$ cat src/rtl/ddr_setup_pkg.sv
// Shared types and sizes for the DDR setup-region readback path.
//   readback_state_t : readback FSM states
//   WORDS_PER_LINE / WORD_W / LINE_W : line-to-word geometry
//   DDR_ADDR_W : Avalon word-address width
package ddr_setup_pkg;

  localparam int unsigned WORDS_PER_LINE = 8;
  localparam int unsigned WORD_W         = 32;
  localparam int unsigned LINE_W         = 256;
  localparam int unsigned DDR_ADDR_W     = 25;
  localparam int unsigned IDX_W          = $clog2(WORDS_PER_LINE);

  typedef enum logic [2:0] {
    ST_IDLE,
    ST_REQ,
    ST_WAIT,
    ST_UNPACK,
    ST_FINISH
  } readback_state_t;

endpackage

$ cat src/rtl/ddr_line_unpacker.sv
// Holds one 256-bit line and presents it as eight 32-bit words, word 0 first.
//   load/line_in    : capture a new line and start at word 0
//   last_line       : current line is the final line of the block
//   word_*          : valid/ready word stream (all registered)
//   line_done_c     : word 7 is being accepted this cycle
module ddr_line_unpacker import ddr_setup_pkg::*; (
  input  logic              clk,
  input  logic              reset,
  input  logic              load,
  input  logic [LINE_W-1:0] line_in,
  input  logic              last_line,
  input  logic              word_ready,
  output logic [WORD_W-1:0] word_data,
  output logic              word_valid,
  output logic              word_last,
  output logic              line_done_c
);

  localparam logic [IDX_W-1:0] LAST_IDX = IDX_W'(WORDS_PER_LINE - 1);

  logic [LINE_W-1:0] line_q, line_d;
  logic [IDX_W-1:0]  idx_q, idx_d;
  logic              valid_q, valid_d;
  logic [WORD_W-1:0] data_q, data_d;
  logic              last_q, last_d;

  assign line_done_c = valid_q & word_ready & (idx_q == LAST_IDX);

  // Word sequencing; data only advances on a handshake so it holds while stalled.
  always_comb begin
    line_d  = line_q;
    idx_d   = idx_q;
    valid_d = valid_q;
    data_d  = data_q;
    if (load) begin
      line_d  = line_in;
      idx_d   = '0;
      valid_d = 1'b1;
      data_d  = line_in[WORD_W-1:0];
    end else if (valid_q && word_ready) begin
      if (idx_q == LAST_IDX) begin
        valid_d = 1'b0;
        idx_d   = '0;
      end else begin
        idx_d  = idx_q + IDX_W'(1);
        data_d = line_q[idx_d*WORD_W +: WORD_W];
      end
    end
    // last_line is stable for the whole line, so the flag can be precomputed.
    last_d = valid_d & last_line & (idx_d == LAST_IDX);
  end

  always_ff @(posedge clk or posedge reset) begin
    if (reset) begin
      line_q  <= '0;
      idx_q   <= '0;
      valid_q <= 1'b0;
      data_q  <= '0;
      last_q  <= 1'b0;
    end else begin
      line_q  <= line_d;
      idx_q   <= idx_d;
      valid_q <= valid_d;
      data_q  <= data_d;
      last_q  <= last_d;
    end
  end

  assign word_data  = data_q;
  assign word_valid = valid_q;
  assign word_last  = last_q;

endmodule

$ cat src/rtl/ddr_setup_readback_256.sv
// Avalon-MM read master: fetches num_lines 256-bit lines from base_addr and
// streams them out as 32-bit words.
//   start/base_addr/num_lines : readback request (sampled when idle)
//   busy/done/error           : status; done and error are one-cycle pulses
//   amm_*                     : single-beat Avalon-MM read master
//   word_*                    : 32-bit valid/ready output stream
module ddr_setup_readback_256 import ddr_setup_pkg::*; #(
  parameter int unsigned TIMEOUT_CYCLES = 1024,
  parameter int unsigned ADDR_W         = DDR_ADDR_W
) (
  input  logic              clk,
  input  logic              reset,
  input  logic              start,
  input  logic [ADDR_W-1:0] base_addr,
  input  logic [7:0]        num_lines,
  output logic              busy,
  output logic              done,
  output logic              error,
  output logic [ADDR_W-1:0] amm_addr,
  output logic              amm_read,
  output logic [6:0]        amm_burstcount,
  output logic [31:0]       amm_byteenable,
  input  logic [LINE_W-1:0] amm_readdata,
  input  logic              amm_readdatavalid,
  input  logic              amm_ready,
  output logic [WORD_W-1:0] word_data,
  output logic              word_valid,
  input  logic              word_ready,
  output logic              word_last
);

  localparam int unsigned      TMO_W    = $clog2(TIMEOUT_CYCLES) + 1;
  localparam logic [TMO_W-1:0] TMO_LAST = TMO_W'(TIMEOUT_CYCLES - 1);

  readback_state_t   state_q, state_d;
  logic              busy_q, busy_d;
  logic              done_q, done_d;
  logic              error_q, error_d;
  logic              amm_read_q, amm_read_d;
  logic [ADDR_W-1:0] amm_addr_q, amm_addr_d;
  logic [7:0]        lines_left_q, lines_left_d;
  logic [TMO_W-1:0]  tmo_q, tmo_d;
  logic              load_c, line_done_c, tmo_expired_c, more_lines_c;

  assign tmo_expired_c = (tmo_q == TMO_LAST);
  assign more_lines_c  = (lines_left_q > 8'd1);

  // State register
  always_ff @(posedge clk or posedge reset) begin
    if (reset) state_q <= ST_IDLE;
    else       state_q <= state_d;
  end

  // Next-state logic
  always_comb begin
    state_d = state_q;
    unique case (state_q)
      ST_IDLE:   if (start) state_d = (num_lines == 8'd0) ? ST_FINISH : ST_REQ;
      ST_REQ:    if (amm_ready) state_d = ST_WAIT;
      ST_WAIT: begin
        if (amm_readdatavalid)  state_d = ST_UNPACK;
        else if (tmo_expired_c) state_d = ST_IDLE;
      end
      ST_UNPACK: if (line_done_c) state_d = more_lines_c ? ST_REQ : ST_FINISH;
      ST_FINISH: state_d = ST_IDLE;
      default:   state_d = ST_IDLE;
    endcase
  end

  // Output / datapath next values; done is raised on entry to FINISH so it
  // lands the cycle after the final word handshake.
  always_comb begin
    busy_d       = busy_q;
    done_d       = 1'b0;
    error_d      = 1'b0;
    amm_read_d   = amm_read_q;
    amm_addr_d   = amm_addr_q;
    lines_left_d = lines_left_q;
    tmo_d        = tmo_q;
    load_c       = 1'b0;
    unique case (state_q)
      ST_IDLE: begin
        if (start) begin
          if (num_lines == 8'd0) begin
            done_d = 1'b1;
          end else begin
            busy_d       = 1'b1;
            amm_read_d   = 1'b1;
            amm_addr_d   = base_addr;
            lines_left_d = num_lines;
          end
        end
      end
      ST_REQ: begin
        if (amm_ready) begin
          amm_read_d = 1'b0;
          tmo_d      = '0;
        end
      end
      ST_WAIT: begin
        if (amm_readdatavalid) begin
          load_c = 1'b1;
        end else begin
          tmo_d = tmo_q + TMO_W'(1);
          if (tmo_expired_c) begin
            error_d = 1'b1;
            busy_d  = 1'b0;
          end
        end
      end
      ST_UNPACK: begin
        if (line_done_c) begin
          if (more_lines_c) begin
            lines_left_d = lines_left_q - 8'd1;
            amm_addr_d   = amm_addr_q + ADDR_W'(1);
            amm_read_d   = 1'b1;
          end else begin
            done_d = 1'b1;
            busy_d = 1'b0;
          end
        end
      end
      ST_FINISH: busy_d = 1'b0;
      default: ;
    endcase
  end

  always_ff @(posedge clk or posedge reset) begin
    if (reset) begin
      busy_q       <= 1'b0;
      done_q       <= 1'b0;
      error_q      <= 1'b0;
      amm_read_q   <= 1'b0;
      amm_addr_q   <= '0;
      lines_left_q <= '0;
      tmo_q        <= '0;
    end else begin
      busy_q       <= busy_d;
      done_q       <= done_d;
      error_q      <= error_d;
      amm_read_q   <= amm_read_d;
      amm_addr_q   <= amm_addr_d;
      lines_left_q <= lines_left_d;
      tmo_q        <= tmo_d;
    end
  end

  ddr_line_unpacker u_unpacker (
    .clk         (clk),
    .reset       (reset),
    .load        (load_c),
    .line_in     (amm_readdata),
    .last_line   (lines_left_q == 8'd1),
    .word_ready  (word_ready),
    .word_data   (word_data),
    .word_valid  (word_valid),
    .word_last   (word_last),
    .line_done_c (line_done_c)
  );

  assign busy           = busy_q;
  assign done           = done_q;
  assign error          = error_q;
  assign amm_read       = amm_read_q;
  assign amm_addr       = amm_addr_q;
  assign amm_burstcount = 7'd1;
  assign amm_byteenable = '1;

endmodule
$ cat config.mk
export PLATFORM = sky130hd
export DESIGN_NAME = ddr_setup_readback_256
export DESIGN_NICKNAME = d
export VERILOG_FILES = /design/src/rtl/ddr_setup_pkg.sv /design/src/rtl/ddr_line_unpacker.sv /design/src/rtl/ddr_setup_readback_256.sv
export SDC_FILE = /design/constraint.sdc
export NUM_CORES = 1
export LEC_CHECK = 0
export CORE_AREA = 2 2 222 170
export CTS_CLUSTER_SIZE = 24
export DETAILED_ROUTE_END_ITERATION = 10
export DIE_AREA = 0 0 224 172
export HOLD_SLACK_MARGIN = 0.08
export PLACE_DENSITY = 0.86
export SETUP_SLACK_MARGIN = 0.5
export SLEW_MARGIN = 20
export SYNTH_ARGS = -nofsm -noshare
export SYNTH_HDL_FRONTEND = slang
export SYNTH_SLANG_ARGS = --single-unit
export TNS_END_PERCENT = 1
$ cat constraint.sdc
create_clock -name clk -period 11.19 [get_ports clk]
set_input_delay 2.238 -clock clk [delete_from_list [all_inputs] [get_ports clk]]
set_output_delay 2.238 -clock clk [all_outputs]
set_load 0.05 [all_outputs]
## After elaboration in Yosys (flattened, before gate mapping)

Index checks and enable logic that the tools add are counted.

| word-level totals | value |
|---|---|
| bits in registers | 344 |
| bits of input ports | 295 |
| logic and storage cells | 106 |

| cells by class | value |
|---|---|
| add/sub/neg operators | 4 |
| magnitude comparators | 1 |
| eq/ne operators | 18 |
| shifts and indexed selects | 1 |
| mux-type cells | 51 |
| bitwise operators | 4 |
| reduce and logical (&&, ||, !) cells | 14 |

Operator list:

| cell | count |
|---|---|
| $shiftx 256x9->32 | 1 |
| $mux 25 | 4 |
| $mux 32 | 3 |
| $pmux 25 s2 | 1 |
| $mux 8 | 4 |
| $mux 3 | 10 |
| $add 25x1->25 const B | 1 |
| $mux 11 | 2 |
| $pmux 11 s2 | 1 |
| $mux 1 | 21 |
| $ne 2x2->1 const B | 9 |
| $pmux 8 s2 | 1 |
| $pmux 3 s4 | 1 |
| $add 11x1->11 const B | 1 |
| $eq 11x10->1 const B | 1 |
| $eq 3x3->1 const B | 3 |
| $eq 8x1->1 const B | 1 |
| $gt 8x1->1 const B | 1 |
| $logic_not 8->1 | 1 |
| $sub 8x1->8 const B | 1 |
| $reduce_and 7->1 | 1 |
| $eq 3x2->1 const B | 2 |
| $reduce_and 6->1 | 1 |
| $reduce_bool 2->1 | 3 |
| 15 further kinds | 18 |

## Longest topological paths before layout

Gate-level depths: netlist (run 1).

| depth | value |
|---|---|
| depth in word-level cells | 6 |
| gate-level depth with buffers | 10 |
| gate-level depth less buffers | 7 |

## Cells and area by module

From an unflattened synthesis (run 1), not the netlist that was laid out.

| second synthesis, totals | value |
|---|---|
| cell total of the unflattened synthesis | 1382 |
| area, all modules | 16666.0 um2 |

Modules (own cells, without submodules):

| module | times used | cells an instance | area an instance (um2) | sequential area each (um2) |
|---|---|---|---|---|
| ddr_line_unpacker | 1 | 962 | 13251.5 | 7332.0 |
| ddr_setup_readback_256 | 1 | 420 | 3414.5 | 1276.2 |

## Worst setup path before layout (run 1)

OpenSTA, ideal clock, no wires.

| path | value |
|---|---|
| path kind | input port to flip-flop |
| from | input port amm_readdatavalid |
| to | register tmo_q[7] |
| arrival time | 3559 ps |
| data required time | 11038 ps |
| setup slack | 7478 ps |
| cell stages on the path | 5 |
| path through | or3b_2 a211o_1 or3_1 xor2_1 nor2_1 |

| between the ends | value |
|---|---|
| word-level cells in the longest chain between the ends | 2 |

RTL lines:

| item | line | source |
|---|---|---|
| start, declared | ddr_setup_readback_256.sv:24 | `input logic amm_readdatavalid,` |
| $ne 2x2->1 (no line) | - |  |
| $reduce_and 3->1 (no line) | - |  |
| end signal, assigned | ddr_setup_readback_256.sv:144 | `tmo_q <= tmo_d;` |
| end, declared | ddr_setup_readback_256.sv:42 | `logic [TMO_W-1:0] tmo_q, tmo_d;` |

Every way passes these cells.
A chain may end at the register's enable or synchronous reset.

## Final worst setup path (run 1)

| path | value |
|---|---|
| from | input port amm_readdatavalid |
| to | register busy_q, in the netlist busy |

| between the ends | value |
|---|---|
| word-level cells in the longest chain between the ends | 2 |

RTL lines:

| item | line | source |
|---|---|---|
| $ne 2x2->1 (no line) | - |  |
| $reduce_and 7->1 (no line) | - |  |
| end signal, assigned | ddr_setup_readback_256.sv:138 | `busy_q <= busy_d;` |
| end, declared | ddr_setup_readback_256.sv:36 | `logic busy_q, busy_d;` |

Every way passes these cells.

==> flow_metrics.env, run 1 <==
export IMPL_status="completed"
export IMPL_wl_per_cell_um=18.71
export IMPL_hold_ws_ps=468.2
export IMPL_synth_area_per_cell_um2=9.343
export IMPL_async_flop_share_pct=100.0
export IMPL_maxSlewViolCount=0
export IMPL_synth_ff_type="dfrtp_1"
export IMPL_finalCritPeriodShare_pct=42.82
export IMPL_worst_slew_pin_slew_ps=1102
export IMPL_die_w_um=224
export IMPL_fp_dieArea_um2=38530
export IMPL_drc=0
export IMPL_crit_type="in2reg"
export IMPL_rows=61
export IMPL_dp_slack_ps=5870
export IMPL_rr_worst_depth=5
export IMPL_post_synth_top_area_cell="dfrtp_1"
export IMPL_final_core_util_pct=57.85
export IMPL_rrSetupSlack_ps=7750
export IMPL_timing_fmax_mhz=208.7
export IMPL_cts_max_path_buffers=3
export IMPL_cts_setup_buffers=0
export IMPL_hold_path_depth=2
export IMPL_fin_skew_ps=16.11
export IMPL_finalCriticalPeriod_ps=4791
export IMPL_synth_area_um2=16150
export IMPL_r2r_end="u_unpacker.word_data[8]$_DFFE_PP0P_"
export IMPL_clkLatencyLatePin_ps=530
export IMPL_dp_hpwl_mm=31.72
export IMPL_cts_resized=0
export IMPL_die_h_um=172
export IMPL_regArea_um2=8612
export IMPL_cts_root_buf="clkbuf_16"
export IMPL_synth_edf_count=0
export IMPL_vdd_drop_max_uv=174.5
export IMPL_fin_cells=2537
export IMPL_fillers=2974
export IMPL_grt_max_degree=156
export IMPL_total_power_mw=6.037
export IMPL_grt_pass1_vias=13803
export IMPL_ys_types=61
export IMPL_drtPass1Iterations=6
export IMPL_hold_path_class="reg2reg"
export IMPL_gp_congestion=0.8760
export IMPL_startpoint_type="input port"
export IMPL_antenna_left=0
export IMPL_timing_critical_path_from="amm_readdatavalid"
export IMPL_cellLeakagePower_nw=9.868
export IMPL_start_util_pct=44.35
export IMPL_crit_arrival_ps=5180
export IMPL_drive_gt1_share_pct=7.382
export IMPL_synth_seq_cells=344
export IMPL_clkSlewWorstSetupHoldPaths_ps=60
export IMPL_cp_required_ps=11570
export IMPL_synth_warnings=0
export IMPL_path_max_fanout=106
export IMPL_powerDensity_nw_per_um2=286.6
export IMPL_dr_first_iter_drc_count=1274
export IMPL_vias_per_cell=5.426
export IMPL_io_pins=397
export IMPL_cts_buffers=37
export IMPL_hold_viol_final=0
export IMPL_finalSetupTns_ps=0
export IMPL_rsz0062_at_grt="false"
export IMPL_max_slew_margin_pct=26.52
export IMPL_vias=13765
export IMPL_clock_sinks=344
export IMPL_floorplan_core_area_um2=36410
export IMPL_yosysSeqAreaShare_pct=53.32
export IMPL_hold_end="u_unpacker.line_q[254]$_DFFE_PP0P_"
export IMPL_reg2reg_from="u_unpacker.idx_q[0]$_DFF_PP0_"
export IMPL_setup_violations=0
export IMPL_cts_tree="done"
export IMPL_area_growth_pct=30.45
export IMPL_fin_ws_ps=6399
export IMPL_hold_buffers=0
export IMPL_track_usage_pct=24.15
export IMPL_cap_violations=0
export IMPL_htreeDepth=2
export IMPL_grt_pass1_wl_mm=73.22
export IMPL_antenna_found_initial=4
export IMPL_synthTopCellsByArea="dfrtp_1, nand2_1, mux4_2"
export IMPL_port_buffers=357
export IMPL_gr_total_overflow=0
export IMPL_synthCells=1728
export IMPL_end_kind="flop"
export IMPL_placedCellCount=2466
export IMPL_yosysTopAreaCellShare_pct=53.32
export IMPL_min_from="u_unpacker.line_q[254]$_DFFE_PP0P_"
export IMPL_wl_mm=47.47
export IMPL_placed_area_um2=19900
export IMPL_fin_area_um2=21060
export IMPL_multi_input_area_um2=6942
export IMPL_nets=2334
per-layer routing:
metal / wire (µm) / part of all wire, % / global-route usage (%) / vias to the layer above
li1: - / - / - / 6253
met1: 19520 / 41 / 32.04 / 6805
met2: 22980 / 48 / 38.67 / 601
met3: 3372 / 7.1 / 5.030 / 106
met4: 1600 / 3.4 / 10.78 / 0
met5: 0 / 0 / 0 / -
registers in the layout, indices dropped and copies added, names as in the netlist:
register               flops
amm_addr                  25
lines_left_q               8
u_unpacker.word_last       1
u_unpacker.idx_q           3
u_unpacker.word_data      32
u_unpacker.word_valid      1
done                       1
amm_read                   1
tmo_q                     11
state_q                    3
busy                       1
u_unpacker.line_q        256
error                      1
placed cells by master, fill, tap and decap left out, types with 5 or more instances in the layout:
| master | netlist | layout |
|---|---|---|
| inv_1 | 13 | 12 |
| o22ai_1 | 5 | 5 |
| or3_1 | 9 | 9 |
| nor2_1 | 34 | 33 |
| o211ai_1 | 34 | 34 |
| nand3_1 | 26 | 26 |
| clkbuf_16 | 0 | 37 |
| nand4_1 | 10 | 10 |
| clkinv_2 | 0 | 8 |
| nor3_1 | 9 | 8 |
| clkdlybuf4s50_1 | 0 | 357 |
| nand2_1 | 836 | 835 |
| clkbuf_1 | 79 | 9 |
| a2bb2oi_1 | 5 | 5 |
| xor2_1 | 6 | 6 |
| mux2i_1 | 33 | 33 |
| conb_1 | 2 | 39 |
| a31oi_1 | 6 | 6 |
| dfrtp_1 | 344 | 343 |
| and3_1 | 7 | 6 |
| clkbuf_8 | 0 | 6 |
| diode_2 | 0 | 6 |
| o21ai_0 | 31 | 31 |
| mux4_2 | 64 | 64 |
| buf_4 | 40 | 12 |
| a21oi_1 | 50 | 50 |
logic make-up (layout without fill, tap and decap cells):
logic type,Yosys count,count (layout),synth area share (%)
AOI/OAI and AO/OA,166,166,6.634
xor gates and xnor gates,7,7,0.3797
adders and majority gates,6,6,0.4650
buffers and inverters,155,449,4.867
DFF,344,344,53.32
muxes,98,98,11.04
other,2,45,0.04651
and+or+nand+nor,950,950,23.25
report_power, final:
part	internal, mW	switching, mW
sequential	1.80	0.394
clock	0.675	0.506
combinational	1.13	1.54
total	3.60	2.44
worst max-delay path: stages:
cell and delay, ps:
clkdlybuf4s50_1 520, nand4bb_4 160, buf_4 670, buf_4 900
nand2_1 100, o31a_1 170, o31ai_1 270, o21ai_1 110
worst max path at each step:
stage,end,slack [ps],cells past startpoint
3_5_place_dp,busy$_DFFE_PP0P_,5870,8
5_1_grt,busy$_DFFE_PP0P_,6140,8
3_3_place_gp,busy$_DFFE_PP0P_,5900,8
4_1_cts,busy$_DFFE_PP0P_,6420,8
2_1_floorplan,amm_addr[0]$_DFFE_PP0P_,4350,1
6_report,busy$_DFFE_PP0P_,6400,8
area by class of cell:
type	count	share of cell area (%)
clock buffers	52	4.949
diodes	6	0.07129
repair buffers	371	17.58
flip-flops and latches	344	40.89
clock inverters	13	0.4931
multi-input cells	1266	32.96
inverters	13	0.2495
well taps	472	2.804
cells in the mapped netlist, drive strengths merged, types with 3 or more instances:
cell type	n
nand4	10
clkbuf	79
mux4	64
a2bb2oi	5
or3	10
o22ai	5
a21oi	50
nor4	4
mux2i	33
a31oi	6
ha	6
o21ai	36
o211ai	34
and3	7
nor2b	3
buf	63
nor2	34
xor2	6
nand2	836
nor3	9
inv	13
dfrtp	344
a211oi	4
o31ai	4
nand3	26
(Power assumes the default switching activity.)
==> run 2, diff against run 1 <==
Clock period 11.19 ns to 3.8 ns, I/O delays scaled along.
==> run 2 against run 1 <==
Effect of this change:
- combinational power grew to 3.0 times the previous value
- power rose to 3.0 times the previous value
- register-to-register slack worse by 6500 ps
- count of clock-buffer cells in the layout unchanged
- sequential power grew to 2.9 times the previous value
- critical endpoint is now amm_addr[9]
- largest cell class unchanged
- highest routed layer is now met5
==> flow_metrics.env, run 2 (synthesized netlist as in run 1, its figures left out) <==
export IMPL_cpPeakStageDelay_ps=870
export IMPL_timing_critical_path_from="amm_addr[9]$_DFFE_PP0P_"
export IMPL_track_usage_pct=24.15
export IMPL_drc=0
export IMPL_crit_type="reg2out"
export IMPL_dp_hpwl_mm=31.96
export IMPL_cts_resized=0
export IMPL_cp_cell_sequence="clkdlybuf4s50_1"
export IMPL_cts_tree="done"
export IMPL_floorplan_core_area_um2=36410
export IMPL_drtPass1Iterations=6
export IMPL_mostFrequentLayoutCells="nand2_1, clkdlybuf4s50_1, dfrtp_1"
export IMPL_finalCriticalPeriod_ps=2600
export IMPL_io_pins=397
export IMPL_pwr_share_seq_pct=35.1
export IMPL_clkPwrFrac_pct=20.8
export IMPL_cts_max_path_buffers=3
export IMPL_die_w_um=224
export IMPL_crit_slowest_cell="clkdlybuf4s50_1"
export IMPL_fin_skew_ps=14.83
export IMPL_startpoint_type="flop"
export IMPL_cp_top_family="buffers and inverters"
export IMPL_wl_per_cell_um=18.44
export IMPL_rrSetupSlack_ps=1220
export IMPL_crit_arrival_ps=1840
export IMPL_hold_buffers=0
export IMPL_cp_required_ps=3040
export IMPL_grt_pass1_wl_mm=73.82
export IMPL_largest_reg_flops=256
export IMPL_min_from="u_unpacker.line_q[31]$_DFFE_PP0P_"
export IMPL_start_util_pct=44.35
export IMPL_die_h_um=172
export IMPL_p_int_mw=10.98
export IMPL_rr_worst_depth=5
export IMPL_final_core_util_pct=58.52
export IMPL_status="completed"
export IMPL_cap_violations=0
export IMPL_dr_first_iter_drc_count=1245
export IMPL_nets=2342
export IMPL_hold_end="u_unpacker.line_q[31]$_DFFE_PP0P_"
export IMPL_vdd_drop_max_uv=580.2
export IMPL_hold_viol_final=0
export IMPL_drive_gt1_share_pct=7.841
export IMPL_area_growth_pct=31.96
export IMPL_fillers=2918
export IMPL_clkSlewWorstSetupHoldPaths_ps=60
export IMPL_cts_buffers=37
export IMPL_htreeDepth=2
export IMPL_end_kind="primary output"
export IMPL_rows=61
export IMPL_regMostFlops="u_unpacker.line_q"
export IMPL_cts_root_buf="clkbuf_16"
export IMPL_max_slew_margin_pct=29.76
export IMPL_worst_slew_pin_slew_ps=1054
export IMPL_cts_setup_buffers=0
export IMPL_antenna_found_initial=6
export IMPL_switching_share_pct=39.43
export IMPL_gr_total_overflow=0
export IMPL_reg2reg_from="u_unpacker.idx_q[0]$_DFF_PP0_"
export IMPL_vias_per_cell=5.384
export IMPL_timing_fmax_mhz=384.6
export IMPL_r2r_end="u_unpacker.word_data[19]$_DFFE_PP0P_"
export IMPL_antenna_left=0
export IMPL_cp_buffers_inverters=1
export IMPL_switching_power_mw=7.145
export IMPL_wl_mm=46.89
export IMPL_fp_dieArea_um2=38530
export IMPL_rsz0062_at_grt="false"
export IMPL_hold_ws_ps=471.3
export IMPL_setup_violations=0
export IMPL_grt_pass1_vias=14028
export IMPL_port_buffers=357
export IMPL_clkLatencyLatePin_ps=530
export IMPL_clock_sinks=344
export IMPL_combPwrFrac_pct=44.1
export IMPL_cellLeakagePower_nw=9.980
export IMPL_hold_path_class="reg2reg"
export IMPL_gp_congestion=0.8726
export IMPL_vias=13691
export IMPL_hold_path_depth=2
export IMPL_powerDensity_nw_per_um2=850.6
export IMPL_path_max_fanout=7
export IMPL_maxSlewViolCount=0
export IMPL_grt_max_degree=124
export IMPL_finalCritPeriodShare_pct=68.42
export IMPL_layout_commonest_cell="nand2_1"
run 2: cell count changes in the layout (fill, tap and decap cells not counted), sizes merged:
cell	before	now
buf	14	22
bufinv	1	4
diode	6	5
clkinv	9	5
run 2: how the worst max path moves through the flow:
stage / slack (ps) / depth (start not counted) / endpoint
2_1_floorplan: -1560 / 1 / amm_addr[0]$_DFFE_PP0P_
4_1_cts: 1180 / 5 / u_unpacker.word_data[19]$_DFFE_PP0P_
6_report: 1200 / 1 / amm_addr[9]
3_3_place_gp: 950 / 6 / tmo_q[7]$_DFFE_PP0P_
5_1_grt: 1030 / 5 / u_unpacker.word_data[19]$_DFFE_PP0P_
3_5_place_dp: 840 / 7 / lines_left_q[3]$_DFFE_PP0P_
run 2: final cells by class:
cell class                      count  area, µm²  share of cell area [%]
Inverter                           13      52.55                  0.2467
Clock inverter                     12      173.9                  0.8163
Antenna cell                        5      12.51                 0.05873
Multi-Input combinational cell   1266       6943                   32.59
Sequential cell                   344       8612                   40.42
Clock buffer                       52       1095                   5.139
Tap cell                          472      590.6                   2.772
Timing Repair Buffer              379       3826                   17.96
run 2: metrics by stage:
| stage | TNS (ps) | setup slack (ps) | std cells | cell area (µm²) | power [mW] |
|---|---|---|---|---|---|
| 2_1_floorplan | -537500 | -1562 | 1765 | 16290 | 11.87 |
| 3_3_place_gp | 0 | 945.4 | 2474 | 20020 | 13.97 |
| 3_5_place_dp | 0 | 844.2 | 2474 | 20020 | 14.38 |
| 4_1_cts | 0 | 1178 | 2538 | 21290 | 18.25 |
| 5_1_grt | 0 | 1031 | 2542 | 21300 | 19.27 |
| 6_report | 0 | 1200 | 2543 | 21310 | 18.12 |
run 2: power by group through the flow:
stage               Combinational, mW  Clock [mW]  Sequential (mW)
finish                           7.99        3.76             6.37
global route                     8.72        4.00             6.55
CTS                              8.07        3.84             6.34
detailed placement               8.01           0             6.37
global placement                 7.72           0             6.26
floorplan                        4.83           0             7.04
run 2: metal layers:
layer  GRT usage [%]  wire (µm)
met3           4.775       3299
met5               0         16
met2           39.17      22580
met4           9.884       1691
met1           32.14      19300
